## src/rtl/tcdm_id_pkg.sv

```systemverilog
// Shared types for the TCDM ID memory adapter: reqrsp channel structs, response
// FIFO entries and latency-pipe entries.
package tcdm_id_pkg;

    localparam int unsigned AddrWidth = 32;
    localparam int unsigned DataWidth = 64;
    localparam int unsigned IdWidth   = 2;
    localparam int unsigned StrbWidth = DataWidth / 8;

    typedef enum logic [3:0] {
        AMONone = 4'h0,
        AMOSwap = 4'h1,
        AMOAdd  = 4'h2,
        AMOAnd  = 4'h3,
        AMOOr   = 4'h4,
        AMOXor  = 4'h5,
        AMOMax  = 4'h6,
        AMOMaxu = 4'h7,
        AMOMin  = 4'h8,
        AMOMinu = 4'h9,
        AMOLR   = 4'hA,
        AMOSC   = 4'hB
    } amo_op_e;

    typedef struct packed {
        logic [AddrWidth-1:0] addr;
        logic                 write;
        amo_op_e              amo;
        logic [DataWidth-1:0] data;
        logic [StrbWidth-1:0] strb;
        logic [IdWidth-1:0]   id;
    } req_chan_t;

    typedef struct packed {
        logic [DataWidth-1:0] data;
        logic [IdWidth-1:0]   id;
        logic                 error;
    } rsp_chan_t;

    typedef struct packed {
        req_chan_t q;
        logic      q_valid;
        logic      p_ready;
    } dreq_t;

    typedef struct packed {
        logic      q_ready;
        rsp_chan_t p;
        logic      p_valid;
    } drsp_t;

    typedef struct packed {
        logic [DataWidth-1:0] data;
        logic [IdWidth-1:0]   id;
        logic                 err;
    } rsp_entry_t;

    typedef struct packed {
        logic               valid;
        logic [IdWidth-1:0] id;
        logic               write;
        logic               err;
    } pipe_entry_t;

    // Width able to hold every credit value 0..depth inclusive.
    function automatic int unsigned credit_width(int unsigned depth);
        return $clog2(depth + 1);
    endfunction

endpackage

```

## src/rtl/tcdm_rsp_fifo.sv

```systemverilog
// Registered response FIFO (no fall-through) with full/empty/usage status.
module tcdm_rsp_fifo #(
    parameter int unsigned Depth   = 4,
    parameter type         entry_t = tcdm_id_pkg::rsp_entry_t
) (
    input  logic                         clk_i,
    input  logic                         rst_ni,
    input  logic                         push_i,
    input  entry_t                       data_i,
    input  logic                         pop_i,
    output entry_t                       data_o,
    output logic                         full_o,
    output logic                         empty_o,
    output logic [$clog2(Depth+1)-1:0]   usage_o
);
    import tcdm_id_pkg::*;

    localparam int unsigned PtrW = (Depth > 1) ? $clog2(Depth) : 1;
    localparam int unsigned UseW = $clog2(Depth + 1);

    entry_t            mem_q [Depth];
    logic [PtrW-1:0]   rd_ptr_q, wr_ptr_q;
    logic [UseW-1:0]   usage_q;
    logic              do_push, do_pop;

    function automatic logic [PtrW-1:0] next_ptr(input logic [PtrW-1:0] p);
        return (p == PtrW'(Depth - 1)) ? '0 : p + 1'b1;
    endfunction

    assign full_o  = (usage_q == UseW'(Depth));
    assign empty_o = (usage_q == '0);
    assign usage_o = usage_q;
    assign data_o  = mem_q[rd_ptr_q];
    assign do_push = push_i && !full_o;
    assign do_pop  = pop_i && !empty_o;

    // Storage carries no reset; only pointers and occupancy are control state.
    always_ff @(posedge clk_i) begin
        if (do_push) mem_q[wr_ptr_q] <= data_i;
    end

    always_ff @(posedge clk_i) begin
        if (!rst_ni) begin
            rd_ptr_q <= '0;
            wr_ptr_q <= '0;
            usage_q  <= '0;
        end else begin
            if (do_push) wr_ptr_q <= next_ptr(wr_ptr_q);
            if (do_pop)  rd_ptr_q <= next_ptr(rd_ptr_q);
            case ({do_push, do_pop})
                2'b10:   usage_q <= usage_q + 1'b1;
                2'b01:   usage_q <= usage_q - 1'b1;
                default: usage_q <= usage_q;
            endcase
        end
    end

endmodule

```

## src/rtl/tcdm_id_mem_adapter.sv

```systemverilog
// Bridges the remapped reqrsp stream onto a fixed-latency TCDM bank port, with
// credit-guarded response buffering so p_ready backpressure never drops data.
module tcdm_id_mem_adapter #(
    parameter int unsigned AddrWidth  = tcdm_id_pkg::AddrWidth,
    parameter int unsigned DataWidth  = tcdm_id_pkg::DataWidth,
    parameter int unsigned IdWidth    = tcdm_id_pkg::IdWidth,
    parameter int unsigned MemLatency = 1,
    parameter int unsigned RspDepth   = 4,
    parameter type         dreq_t     = tcdm_id_pkg::dreq_t,
    parameter type         drsp_t     = tcdm_id_pkg::drsp_t
) (
    input  logic                   clk_i,
    input  logic                   rst_ni,
    input  dreq_t                  slv_req_i,
    output drsp_t                  slv_rsp_o,
    output logic                   mem_req_o,
    input  logic                   mem_gnt_i,
    output logic                   mem_we_o,
    output logic [AddrWidth-1:0]   mem_addr_o,
    output logic [DataWidth-1:0]   mem_wdata_o,
    output logic [DataWidth/8-1:0] mem_be_o,
    input  logic [DataWidth-1:0]   mem_rdata_i
);
    import tcdm_id_pkg::*;

    localparam int unsigned CredW = credit_width(RspDepth);

    if (MemLatency < 1 || MemLatency > 4) begin : g_bad_latency
        $error("MemLatency must be within 1..4");
    end

    logic [CredW-1:0]  credit_q, credit_d, usage;
    logic [IdWidth-1:0] req_id;
    pipe_entry_t       stage_p [MemLatency];
    pipe_entry_t       exit_entry;
    rsp_entry_t        push_entry, head;
    logic              is_amo, issue_ok, q_ready, hs;
    logic              push, pop, p_valid, full, empty;

    // Request side: AMOs bypass the bank and need no grant.
    assign req_id      = slv_req_i.q.id;
    assign is_amo      = (slv_req_i.q.amo != AMONone);
    assign issue_ok    = rst_ni && (credit_q != '0);
    assign mem_req_o   = slv_req_i.q_valid && issue_ok && !is_amo;
    assign q_ready     = issue_ok && (is_amo || mem_gnt_i);
    assign hs          = slv_req_i.q_valid && q_ready;
    assign mem_we_o    = slv_req_i.q.write;
    assign mem_addr_o  = slv_req_i.q.addr;
    assign mem_wdata_o = slv_req_i.q.data;
    assign mem_be_o    = slv_req_i.q.strb;

    // Latency pipe: shifts every cycle, valids are the only reset state.
    always_ff @(posedge clk_i) begin
        stage_p[0] <= '{valid: hs, id: req_id, write: slv_req_i.q.write, err: is_amo};
        for (int i = 1; i < int'(MemLatency); i++) stage_p[i] <= stage_p[i-1];
        if (!rst_ni) begin
            for (int i = 0; i < int'(MemLatency); i++) stage_p[i].valid <= 1'b0;
        end
    end

    // Pipe exit: only reads return bank data.
    assign exit_entry = stage_p[MemLatency-1];
    assign push       = exit_entry.valid;
    assign push_entry = '{data: (exit_entry.write || exit_entry.err) ? '0 : mem_rdata_i,
                          id:   exit_entry.id,
                          err:  exit_entry.err};

    tcdm_rsp_fifo #(
        .Depth   (RspDepth),
        .entry_t (rsp_entry_t)
    ) i_rsp_fifo (
        .clk_i   (clk_i),
        .rst_ni  (rst_ni),
        .push_i  (push),
        .data_i  (push_entry),
        .pop_i   (pop),
        .data_o  (head),
        .full_o  (full),
        .empty_o (empty),
        .usage_o (usage)
    );

    // Response side.
    assign p_valid = rst_ni && !empty;
    assign pop     = p_valid && slv_req_i.p_ready;

    always_comb begin
        slv_rsp_o         = '0;
        slv_rsp_o.q_ready = q_ready;
        slv_rsp_o.p_valid = p_valid;
        slv_rsp_o.p.data  = head.data;
        slv_rsp_o.p.id    = head.id;
        slv_rsp_o.p.error = head.err;
    end

    // Credits: free response slots minus entries still in the latency pipe.
    always_comb begin
        case ({hs, pop})
            2'b10:   credit_d = credit_q - 1'b1;
            2'b01:   credit_d = credit_q + 1'b1;
            default: credit_d = credit_q;
        endcase
    end

    always_ff @(posedge clk_i) begin
        if (!rst_ni) credit_q <= CredW'(RspDepth);
        else         credit_q <= credit_d;
    end

    a_no_overflow: assert property (@(posedge clk_i) disable iff (!rst_ni) !(push && full));
    a_credit_max:  assert property (@(posedge clk_i) disable iff (!rst_ni) credit_q <= CredW'(RspDepth));
    a_credit_min:  assert property (@(posedge clk_i) disable iff (!rst_ni) !(hs && !pop && credit_q == '0));
    a_credit_sum:  assert property (@(posedge clk_i) disable iff (!rst_ni)
                                    int'(credit_q) + int'(usage) <= int'(RspDepth));

endmodule

```

## config.mk

```make
export PLATFORM = sky130hd
export DESIGN_NAME = tcdm_id_mem_adapter
export DESIGN_NICKNAME = d
export VERILOG_FILES = /design/src/rtl/tcdm_id_pkg.sv /design/src/rtl/tcdm_rsp_fifo.sv /design/src/rtl/tcdm_id_mem_adapter.sv
export SDC_FILE = /design/constraint.sdc
export NUM_CORES = 1
export LEC_CHECK = 0
export BUFFER_PORTS_ARGS = -buffer_cell sky130_fd_sc_hd__buf_4
export CAP_MARGIN = 20
export CORE_AREA = 3 3 158 160
export DETAILED_ROUTE_END_ITERATION = 10
export DIE_AREA = 0 0 161 163
export PLACE_DENSITY = 0.77
export SLEW_MARGIN = 20
export SYNTH_ARGS = -nofsm -noshare
export SYNTH_HDL_FRONTEND = slang
export SYNTH_SLANG_ARGS = --single-unit
```

## constraint.sdc

```tcl
create_clock -name clk_i -period 3.55 [get_ports clk_i]
set_input_delay 0.71 -clock clk_i [delete_from_list [all_inputs] [get_ports clk_i]]
set_output_delay 0.71 -clock clk_i [all_outputs]
set_load 0.05 [all_outputs]
```

Word level (Yosys, flattened, before mapping) --
Memory sizes are Yosys's and may differ from the RTL's. A register that Yosys moved wholly into a read port is not among the register bits. Index checks and enable logic that the tools add are counted.
Storage, ports and cells: register bits after elaboration 10, RAM bits 273, output and inout bits 175, word-level logic and storage cells 48, memories 2
Memory list:
- i_rsp_fifo.mem_q | depth 4, bits a word 67, rd ports 1, clocked after Yosys merged registers in 1, write ports 1, RTL line tcdm_rsp_fifo.sv:21 | entry_t mem_q [Depth];
- stage_p | depth 1, bits a word 5, rd ports 1, clocked after Yosys merged registers in 0, write ports 2, RTL line tcdm_id_mem_adapter.sv:34 | pipe_entry_t stage_p [MemLatency];
Cells by class: add/sub/neg operators 6, eq/ne operators 7, multiplexer cells 10, reduce and logical (&&, ||, !) cells 19
Operator list (count):
- 64-bit 2-to-1 mux | 1
- 3-bit case mux with 2 select lines | 2
- 1-bit logical AND | 9
- 2-bit == test (second input constant) | 4
- 2-bit 2-to-1 mux | 4
- 3-bit by 1-bit adder with 3-bit output (second input constant) | 2
- 3-bit by 1-bit subtractor with 3-bit output (second input constant) | 2
- 2-bit by 1-bit adder with 2-bit output (second input constant) | 2
- 2-bit by 1-bit == test with 1-bit output (second input constant) | 2
- 2-bit nonzero test | 2
- 4-bit nonzero test | 1
- 3-bit == test (second input constant) | 1
- 1-bit zero test | 3
- 3-bit zero test | 1
- 1-bit 2-to-1 mux | 3
- 3-bit nonzero test | 1
- 1-bit logical OR | 2

Longest topological paths before layout --
Gate-level depths: netlist of run 1.
depth in word-level cells 7, depth in mapped cells 9, gate-level depth less buffers 9

By module --
From an unflattened synthesis of run 1, not the netlist that was laid out.
Unflattened totals: cell total of the unflattened synthesis 614, area, all modules 11740.0 µm²
Modules (own cells, without submodules):
- tcdm_rsp_fifo | times used 1, cells each 406, area an instance 10189.8 µm², seq. area each 8227.9 µm²
- tcdm_id_mem_adapter | times used 1, cells each 208, area an instance 1550.2 µm², seq. area each 160.2 µm²

Worst setup path after synthesis of run 1 --
OpenSTA, ideal clock, no wires.
path type in2reg, start in slv_req_i[77] (netlist bit), end reg credit_q[2], library setup time 62 ps, data arrival time 2596 ps, required time 3488 ps, path slack 892 ps, stages 9, path buffers 0, path through or4_4 -> nor2_1 -> or2_2 -> ha_1 -> inv_1 -> fa_1 -> xor2_1 -> or3_1 -> nand3_1
Between the ends: longest elaborated chain between the ends 6, elaborated cells on any way between the ends 8
RTL lines:
- start, declared | RTL line tcdm_id_mem_adapter.sv:14 | input dreq_t slv_req_i,
- 4-bit nonzero test (*) | RTL line tcdm_id_mem_adapter.sv:42 | assign is_amo = (slv_req_i.q.amo != AMONone);
- 1-bit logical OR (*) | RTL line tcdm_id_mem_adapter.sv:45 | assign q_ready = issue_ok && (is_amo || mem_gnt_i);
- 1-bit logical AND (*) | RTL line tcdm_id_mem_adapter.sv:45
- 1-bit logical AND (*) | RTL line tcdm_id_mem_adapter.sv:46 | assign hs = slv_req_i.q_valid && q_ready;
- 2-bit by 1-bit == test with 1-bit output / 2-bit == test (equally long branches) | RTL line tcdm_id_mem_adapter.sv:98 | case ({hs, pop})
- 3-bit case mux with 2 select lines / 2-bit nonzero test (equally long branches)
- end signal, assigned | RTL line tcdm_id_mem_adapter.sv:106 | if (!rst_ni) credit_q <= CredW'(RspDepth);
- end signal, assigned | RTL line tcdm_id_mem_adapter.sv:107 | else credit_q <= credit_d;
- end, declared | RTL line tcdm_id_mem_adapter.sv:32 | logic [CredW-1:0] credit_q, credit_d, usage;
Every way passes the cells marked *; elsewhere a longest branch is shown, timed or not. A chain may end at the register's enable or synchronous reset.

==> results of run 1 <==
==> area by class of cell <==
| class | instances | share of cell area, % |
|---|---|---|
| clock buffer | 39 | 6.39 |
| clock inverter | 15 | 1.24 |
| inverter | 7 | 0.196 |
| multi-input combinational | 189 | 17.7 |
| sequential | 285 | 62.6 |
| tap | 319 | 2.98 |
| timing repair buffer | 153 | 8.85 |
==> critical path, stage by stage (launching register included) <==
cell and delay (ns):
dfxtp_4 0.65, buf_12 0.34, mux4_2 0.58, buf_4 0.21
==> per-layer routing <==
metal	GRT usage (%)	vias to the layer above	part of all wire, %
li1	-	2356	-
met1	21.1	2783	31
met2	35.7	306	52
met3	11.6	43	13
met4	6.61	2	3.4
met5	1.70	-	0.17
==> cell usage in the layout (no fill, tap or decap), types with 3 or more instances in the layout <==
master / count
edfxtp_1: 268
buf_4: 150
mux4_2: 67
and2_1: 67
clkbuf_16: 32
dfxtp_1: 15
nand2_1: 8
inv_1: 7
ha_1: 7
o21ai_0: 6
nor2_1: 5
clkinv_2: 5
and3_4: 4
clkbuf_1: 4
bufinv_16: 3
clkbuf_8: 3
buf_12: 3
==> kinds of logic (layout without fill, tap and decap cells) <==
group	Yosys count	in the layout	share of synthesized area, %
xor gates and xnor gates	4	4	0.299
buffers and inverters	136	214	8.53
AOI/OAI and AO/OA	12	12	0.704
adders and majority gates	9	9	1.09
muxes	69	69	13.0
DFF	285	285	71.5
and+or+nand+nor	95	95	4.86
==> flip-flops by register name, indices dropped and copies added, names as in the netlist, named ones only <==
| name | count |
|---|---|
| credit_q | 3 |
| i_rsp_fifo.mem_q | 268 |
| i_rsp_fifo.rd_ptr_q | 2 |
| i_rsp_fifo.usage_o | 3 |
| i_rsp_fifo.wr_ptr_q | 2 |
| stage_p | 5 |
==> power groups by stage <==
| stage | Sequential (mW) | Combinational [mW] | Clock, mW |
|---|---|---|---|
| floorplan | 3.88 | 1.39 | 0 |
| global placement | 3.91 | 1.40 | 0 |
| detailed placement | 3.93 | 1.42 | 0 |
| CTS | 3.86 | 1.42 | 3.22 |
| global route | 3.87 | 1.47 | 3.36 |
| finish | 3.85 | 1.41 | 3.15 |
==> how the worst max path moves through the flow <==
stage                             start  slack [ns]             to  cells after the start
after detailed placement  slv_req_i[77]        0.57    credit_q[2]                     10
final                              flop        0.48  slv_rsp_o[13]                      3
after CTS                          flop        0.40  slv_rsp_o[13]                      3
after global placement    slv_req_i[77]        0.70    credit_q[2]                     10
after floorplan           slv_req_i[77]        0.89    credit_q[2]                      9
after global routing               flop        0.30  slv_rsp_o[13]                      3
==> through the flow <==
stage / setup slack, ns / hold WS [ns] / total power, mW / instance area (um^2)
floorplan: 0.892 / 0.438 / 5.27 / 11700
global placement: 0.697 / 0.459 / 5.31 / 12400
detailed placement: 0.567 / 0.475 / 5.34 / 12400
CTS: 0.401 / 0.261 / 8.50 / 13400
global route: 0.304 / 0.262 / 8.70 / 13400
finish: 0.476 / 0.288 / 8.41 / 13400
==> results.json, run 1 <==
{
  "die_w_um": 161,
  "drive_gt1_share_pct": 40.7,
  "worstPathArrival_ns": 2.36,
  "combPwrFrac_pct": 16.8,
  "io_pins": 355,
  "placed_cells": 952,
  "routedWlPerCell_um": 27.4,
  "cap_viol_max_count": 0,
  "via_count": 5490,
  "period_minus_slack_ns": 3.07,
  "ant_nets": 0,
  "yosysMostFrequentCell": "edfxtp_1",
  "worstSetupEndpointType": "output pin",
  "cts_resized": 0,
  "dieArea_um2": 26200,
  "p_sw_share_pct": 25.9,
  "crit_path_max_fanout": 34,
  "min_period_over_period_pct": 86.6,
  "r2r_cells": 9,
  "grt_pass1_vias": 5905,
  "grt_max_degree": 68,
  "pwr-share-seq_pct": 45.8,
  "via_per_inst": 5.45,
  "grt_pass1_wl_mm": 40.0,
  "synthFlopType": "edfxtp_1",
  "rsz0062_at_grt": "false",
  "final.setup.tns_ns": 0,
  "clkPwrFrac_pct": 37.4,
  "numPortBuffers": 146,
  "gp_congestion": 0.843,
  "cts.sinks": 285,
  "fin_nets": 854,
  "final_cells": 1007,
  "dr.pass1.iters": 4,
  "syn_area_um2": 11700,
  "wirelength_mm": 27.6,
  "maxSlewViolCount": 0,
  "whs_endpoint": "stage_p[0][3]",
  "min_path_type": "primary input to flop",
  "ys_warn_count": 0,
  "fmax_mhz": 325,
  "cts-buffers-inserted": 29,
  "yosysTopAreaCellShare_pct": 68.6,
  "worst-slew-pin-transition_ns": 1.09,
  "syn_inst": 610,
  "cts_setup_buffers": 0,
  "path_clk_slew_ns": 0.06,
  "yosys.area.top_type": "edfxtp_1",
  "synth-seq-cells": 285,
  "netSwitchingPower_mw": 2.18,
  "drc_errors": 0,
  "slew_headroom_pct": 27.3,
  "regToRegEndpoint": "i_rsp_fifo.usage_o[2]",
  "clk_latency_ns": 0.53,
  "register_area_um2": 8400,
  "setup_viol": 0,
  "syn_nets": 799,
  "track_usage_pct": 20.6,
  "hold_violations": 0,
  "root_buffer": "clkbuf_16",
  "min-delay-start": "slv_req_i[3]",
  "fillers": 1754,
  "rows": 56,
  "drtIter0Drc": 387,
  "p_leak_nw": 4.37,
  "area_growth_pct": 14.2,
  "n_antenna_cell": 0,
  "initial_core_util_pct": 49.8,
  "r2r_start": "i_rsp_fifo.usage_o[2]",
  "synth.distinct_cells": 33,
  "syn_avg_cell_area_um2": 19.2,
  "p_per_area_nw_per_um2": 627,
  "intPower_mw": 6.23,
  "worstSetupStartpointType": "flop",
  "cts.hold.buffers_added": 0,
  "path_class": "flop to output pin",
  "cts_tree": "yes",
  "synth.area.top_cells": "edfxtp_1 69%, mux4_2 13%, buf_4 7.0%",
  "dp_hpwl_mm": 19.1,
  "status": "finished clean",
  "ys_top_cells_by_count": "268 x edfxtp_1, 110 x buf_4, 67 x and2_1, 67 x mux4_2, 17 x dfxtp_1",
  "antenna_found_initial": 0,
  "min_path_cells": 1,
  "gr-total-overflow": 0,
  "clockBufferDepth": 3,
  "r2r_slack_ns": 1.12,
  "fin_worst_skew_ns": 0.0111,
  "multi_input_area_um2": 2370,
  "ir_worst_vdd_mv": 0.324,
  "synth_enable_flop_cells": 268,
  "die_h_um": 163,
  "critPathRequiredTime_ns": 2.84,
  "cts-htree-levels": 1,
  "async_flop_share_pct": 0,
  "core_area_um2": 23500,
  "final_util_pct": 56.9,
  "ys_seq_area_share_pct": 71.5
}
Power figures use the tool's default switching activity.
==> run 2, diff against run 1 <==
Settings changed: CELL_PAD_IN_SITES_DETAIL_PLACEMENT from default to 2, CELL_PAD_IN_SITES_GLOBAL_PLACEMENT from default to 2, CORE_AREA 3 3 158 160 to 3 3 185 187, DIE_AREA 0 0 161 163 to 0 0 188 190, HOLD_SLACK_MARGIN from default to 0.1, PLACE_DENSITY 0.77 to default, PLACE_DENSITY_LB_ADDON from default to 0.1.
==> results.json, run 2 (synthesis gave the netlist of run 1 again) <==
{
  "cap_viol_max_count": 0,
  "rsz0062_at_grt": "false",
  "pwr-share-seq_pct": 45.6,
  "cts_tree": "yes",
  "io_pins": 355,
  "crit_path_max_incr_delay_ns": 0.72,
  "path_clk_slew_ns": 0.06,
  "path_common_cell": "buf_4",
  "ir_worst_vdd_mv": 0.305,
  "maxSlewViolCount": 0,
  "die_h_um": 190,
  "final_cells": 1139,
  "setup_viol": 0,
  "clk_latency_ns": 0.50,
  "final.setup.tns_ns": 0,
  "wirelength_mm": 27.3,
  "initial_core_util_pct": 36.0,
  "min_path_type": "primary input to flop",
  "finalPower_mw": 8.48,
  "p_sw_share_pct": 26.6,
  "combPwrFrac_pct": 16.8,
  "period_minus_slack_ns": 3.03,
  "p_leak_nw": 4.39,
  "numPortBuffers": 146,
  "worstPathArrival_ns": 2.32,
  "dp_slack_ns": 0.600,
  "n_antenna_cell": 0,
  "drtIter0Drc": 217,
  "cts_setup_buffers": 0,
  "final_common_cell": "edfxtp_1",
  "fmax_mhz": 330,
  "antenna_found_initial": 0,
  "rows": 66,
  "via_per_inst": 4.85,
  "min_period_over_period_pct": 85.5,
  "hold_violations": 0,
  "core_area_um2": 32600,
  "cts.sinks": 285,
  "p_per_area_nw_per_um2": 622,
  "final_util_pct": 41.8,
  "clockBufferDepth": 3,
  "via_count": 5519,
  "status": "finished clean",
  "fin_worst_skew_ns": 0.0183,
  "slew_headroom_pct": 48.8,
  "grt_pass1_vias": 6389,
  "dp_hpwl_mm": 17.1,
  "final_cell_mix": "268 x edfxtp_1, 149 x buf_4, 67 x mux4_2, 67 x and2_1, 35 x clkbuf_16",
  "drive_gt1_share_pct": 39.6,
  "crit_path_max_fanout": 25,
  "largestRegisters": "i_rsp_fifo.mem_q (268), stage_p (5)",
  "setup_ws_ns": 0.516,
  "area_growth_pct": 16.1,
  "clkPwrFrac_pct": 37.6,
  "placed_cells": 1079,
  "dr.pass1.iters": 4,
  "crit_chain": "buf_4 -> mux4_2 -> buf_4",
  "worst-slew-pin-transition_ns": 0.767,
  "intPower_mw": 6.22,
  "critPathRequiredTime_ns": 2.84,
  "path_class": "flop to output pin",
  "die_w_um": 188,
  "largest_register": "i_rsp_fifo.mem_q",
  "cpMaxStageDelayCell": "dfxtp_4",
  "worstSetupEndpointType": "output pin",
  "fin_nets": 862,
  "worstSetupStartpointType": "flop",
  "cts-buffers-inserted": 34,
  "netSwitchingPower_mw": 2.26,
  "grt_pass1_wl_mm": 40.6,
  "drc_errors": 0,
  "gp_congestion": 0.653,
  "dieArea_um2": 35700,
  "cts_resized": 0,
  "cts-htree-levels": 2,
  "track_usage_pct": 15.1,
  "cts.hold.buffers_added": 0,
  "routedWlPerCell_um": 24.0,
  "root_buffer": "clkbuf_16",
  "largest_register_ffs": 268,
  "grt_max_degree": 40,
  "ant_nets": 0,
  "gr-total-overflow": 0
}
-- run 2: changes by cell type in the layout (fill, tap and decap cells not counted), moves of 2 or more --
cell	before	now
clkbuf_1	4	12
clkbuf_16	32	35
clkinv_2	5	3
clkbuf_8	3	1
buf_12	3	7
clkinv_1	1	6
bufinv_16	3	1
-- run 2: final timing paths --
check / from / cells after the start / slack, ns / end
setup / recovery: flop / 3 / 0.52 / slv_rsp_o[61]
hold / removal: slv_req_i[2] / 1 / 0.32 / stage_p[0][2]
setup reg to reg: i_rsp_fifo.usage_o[2] / 9 / 1.12 / i_rsp_fifo.usage_o[2]
hold reg to reg: stage_p[0][2] / 0 / 0.49 / i_rsp_fifo.mem_q[1][1]
-- run 2: layer usage --
metal	part of all wire [%]	vias to the layer above	wire, um	GRT usage (%)
li1	-	2369	-	-
met1	37	2860	10200	17.6
met4	2.7	0	750	4.53
met2	54	191	14800	27.6
met5	0	-	0	0
met3	6.1	99	1660	3.80
-- run 2: through the flow --
step	area (um^2)	hold slack [ns]
6_report	13600	0.317
5_1_grt	13600	0.298
4_1_cts	13600	0.290
3_5_place_dp	12600	0.473
3_3_place_gp	12600	0.451
2_1_floorplan	11700	0.438
-- run 2: cell type report --
type	instances	area, um^2
inverter	7	26.3
timing repair buffer	156	1260
tap	442	553
clock inverter	12	83.8
sequential	285	8400
fill	3013	19000
clock buffer	48	935
multi-input combinational	189	2370
-- run 2: power by group through the flow --
stage	Sequential (mW)	Combinational, mW	Clock, mW
6_report	3.87	1.43	3.19
3_5_place_dp	3.94	1.46	0
5_1_grt	3.88	1.51	3.43
2_1_floorplan	3.88	1.39	0
4_1_cts	3.87	1.47	3.31
3_3_place_gp	3.93	1.44	0
-- run 2: worst max-delay path: cells and delay by family (launching register included) --
family	cells	cell delay, ns
flip-flops	1	0.72
multiplexers	1	0.55
buffers and inverters	2	0.54
==> run 3, diff against run 2 <==
Settings changed: ABC_AREA from default to 1, CORE_AREA 3 3 185 187 to 3 3 196 198, DIE_AREA 0 0 188 190 to 0 0 199 201.
==> results.json, run 3 <==
{
  "slew_headroom_pct": 35.6,
  "synth-seq-cells": 285,
  "path_class": "flop to output pin",
  "cts.hold.buffers_added": 0,
  "rows": 70,
  "syn_avg_cell_area_um2": 12.1,
  "clockBufferDepth": 3,
  "drc_errors": 0,
  "worst-slew-pin-transition_ns": 0.966,
  "via_count": 7419,
  "yosys.area.top_type": "edfxtp_1",
  "dp_hpwl_mm": 18.0,
  "die_h_um": 201,
  "setup_ws_ns": 0.467,
  "area_growth_pct": 15.7,
  "fin_worst_skew_ns": 0.0122,
  "async_flop_share_pct": 0,
  "finalPower_mw": 9.10,
  "routedWlPerCell_um": 20.5,
  "gp_congestion": 0.680,
  "worstSetupStartpointType": "flop",
  "p_sw_share_pct": 29.9,
  "dp_slack_ns": 1.03,
  "numPortBuffers": 146,
  "hold_violations": 0,
  "largest_register_ffs": 268,
  "placed_cells": 1471,
  "die_w_um": 199,
  "largestRegisters": "i_rsp_fifo.mem_q (268), stage_p (5)",
  "fmax_mhz": 324,
  "worstSetupEndpointType": "output pin",
  "netSwitchingPower_mw": 2.73,
  "yosysMostFrequentCell": "edfxtp_1",
  "p_per_area_nw_per_um2": 652,
  "ys_warn_count": 0,
  "grt_pass1_wl_mm": 47.9,
  "ant_nets": 0,
  "status": "finished clean",
  "clkPwrFrac_pct": 37.7,
  "via_per_inst": 4.84,
  "drive_gt1_share_pct": 20.4,
  "period_minus_slack_ns": 3.08,
  "ys_top_cells_by_count": "268 x edfxtp_1, 211 x nor2_1, 136 x o21ai_0",
  "dieArea_um2": 40000,
  "combPwrFrac_pct": 20.4,
  "gr-total-overflow": 0,
  "final_cell_mix": "268 x edfxtp_1, 207 x nor2_1, 156 x buf_4, 136 x o21ai_0, 88 x inv_1",
  "cts-htree-levels": 2,
  "grt_pass1_vias": 8194,
  "setup_viol": 0,
  "pwr-share-seq_pct": 41.8,
  "clk_latency_ns": 0.50,
  "core_area_um2": 36700,
  "synth.distinct_cells": 26,
  "syn_inst": 999,
  "min_path_cells": 1,
  "intPower_mw": 6.38,
  "final_common_cell": "edfxtp_1",
  "track_usage_pct": 15.5,
  "largest_register": "i_rsp_fifo.mem_q",
  "p_leak_nw": 5.32,
  "initial_core_util_pct": 32.9,
  "drtIter0Drc": 306,
  "yosysTopAreaCellShare_pct": 66.6,
  "syn_area_um2": 12100,
  "cap_viol_max_count": 0,
  "grt_max_degree": 135,
  "min_period_over_period_pct": 86.8,
  "fillers": 3813,
  "synthFlopType": "edfxtp_1",
  "root_buffer": "clkbuf_16",
  "min_path_type": "primary input to flop",
  "cts.sinks": 285,
  "cts_resized": 0,
  "dr.pass1.iters": 4,
  "r2r_cells": 5,
  "path_clk_slew_ns": 0.06,
  "wirelength_mm": 31.4,
  "critPathRequiredTime_ns": 2.84,
  "crit_path_max_fanout": 134,
  "cts_tree": "yes",
  "ys_seq_area_share_pct": 69.5,
  "final.setup.tns_ns": 0,
  "syn_nets": 1188,
  "synth_enable_flop_cells": 268,
  "fin_nets": 1228,
  "rsz0062_at_grt": "false",
  "cts_setup_buffers": 0,
  "worstPathArrival_ns": 2.37,
  "final_cells": 1533,
  "ir_worst_vdd_mv": 0.304,
  "io_pins": 355,
  "synth.area.top_cells": "edfxtp_1 67%, buf_4 6.7%, nor2_1 6.6%",
  "cts-buffers-inserted": 34,
  "antenna_found_initial": 2,
  "maxSlewViolCount": 0
}
==> run 3: cell types whose count changed in the layout (fill, tap and decap cells not counted), sizes merged, moves of 4 or more <==
cell,previous run,this run
and3,4,0
inv,8,91
o22ai,0,67
nand2,8,23
a21oi,0,5
buf,156,162
and2,68,0
mux4,67,0
nor2,6,211
nand3,2,6
o21ai,6,139
==> run 3: critical path: stages, from the launching register on <==
cell	delay [ns]
dfxtp_4	0.38
buf_12	0.33
o21ai_0	0.26
o22ai_1	0.35
buf_4	0.27
==> run 3: power groups by stage <==
stage	combinational [mW]	clock [mW]	sequential, mW
final	1.86	3.44	3.81
after global placement	1.88	0	3.87
after CTS	1.90	3.57	3.81
after detailed placement	1.89	0	3.88
after global routing	2.01	3.68	3.82
after floorplan	1.59	0	3.87
==> run 3: cell type report <==
| class | instances | area (um^2) | area share, % |
|---|---|---|---|
| antenna | 1 | 2.50 | 0.0179 |
| clock buffer | 45 | 956 | 6.84 |
| clock inverter | 16 | 149 | 1.07 |
| inverter | 90 | 343 | 2.45 |
| multi-input combinational | 466 | 2250 | 16.1 |
| sequential | 285 | 8390 | 60.1 |
| tap | 468 | 586 | 4.19 |
| timing repair buffer | 162 | 1290 | 9.25 |
==> run 3: logic make-up after synthesis <==
family,share of synthesized area (%)
AOI/OAI and AO/OA,9.50
DFF,69.5
and+or+nand+nor,7.79
buffers and inverters,12.2
adders and majority gates,1.06
==> run 3: metrics by stage <==
step / cell area (um^2) / hold WS (ns) / utilization (%)
2_1_floorplan: 12100 / 0.429 / -
5_1_grt: 14000 / 0.292 / 38.1
4_1_cts: 14000 / 0.289 / 38.0
6_report: 14000 / 0.316 / 38.1
3_5_place_dp: 12900 / 0.457 / 35.0
3_3_place_gp: 12900 / 0.446 / 35.0
==> run 3: worst paths after layout <==
kind / start / endpoint / slack, ns
worst min-delay path: slv_req_i[3] / stage_p[0][3] / 0.32
worst max register to register: i_rsp_fifo.usage_o[1] / i_rsp_fifo.mem_q[0][31] / 1.34
worst max-delay path: flop / slv_rsp_o[5] / 0.47
worst min register to register: credit_q[2] / credit_q[2] / 0.47
==> run 3: per-layer routing <==
| metal | routed length (um) | share of wire (%) | track usage (%) | up-vias |
|---|---|---|---|---|
| met5 | 0 | 0 | 0 | - |
| met4 | 685 | 2.2 | 4.59 | 0 |
| met3 | 1460 | 4.7 | 3.19 | 51 |
| met2 | 15400 | 49 | 26.0 | 190 |
| met1 | 13800 | 44 | 20.2 | 3739 |
| li1 | - | - | - | 3439 |
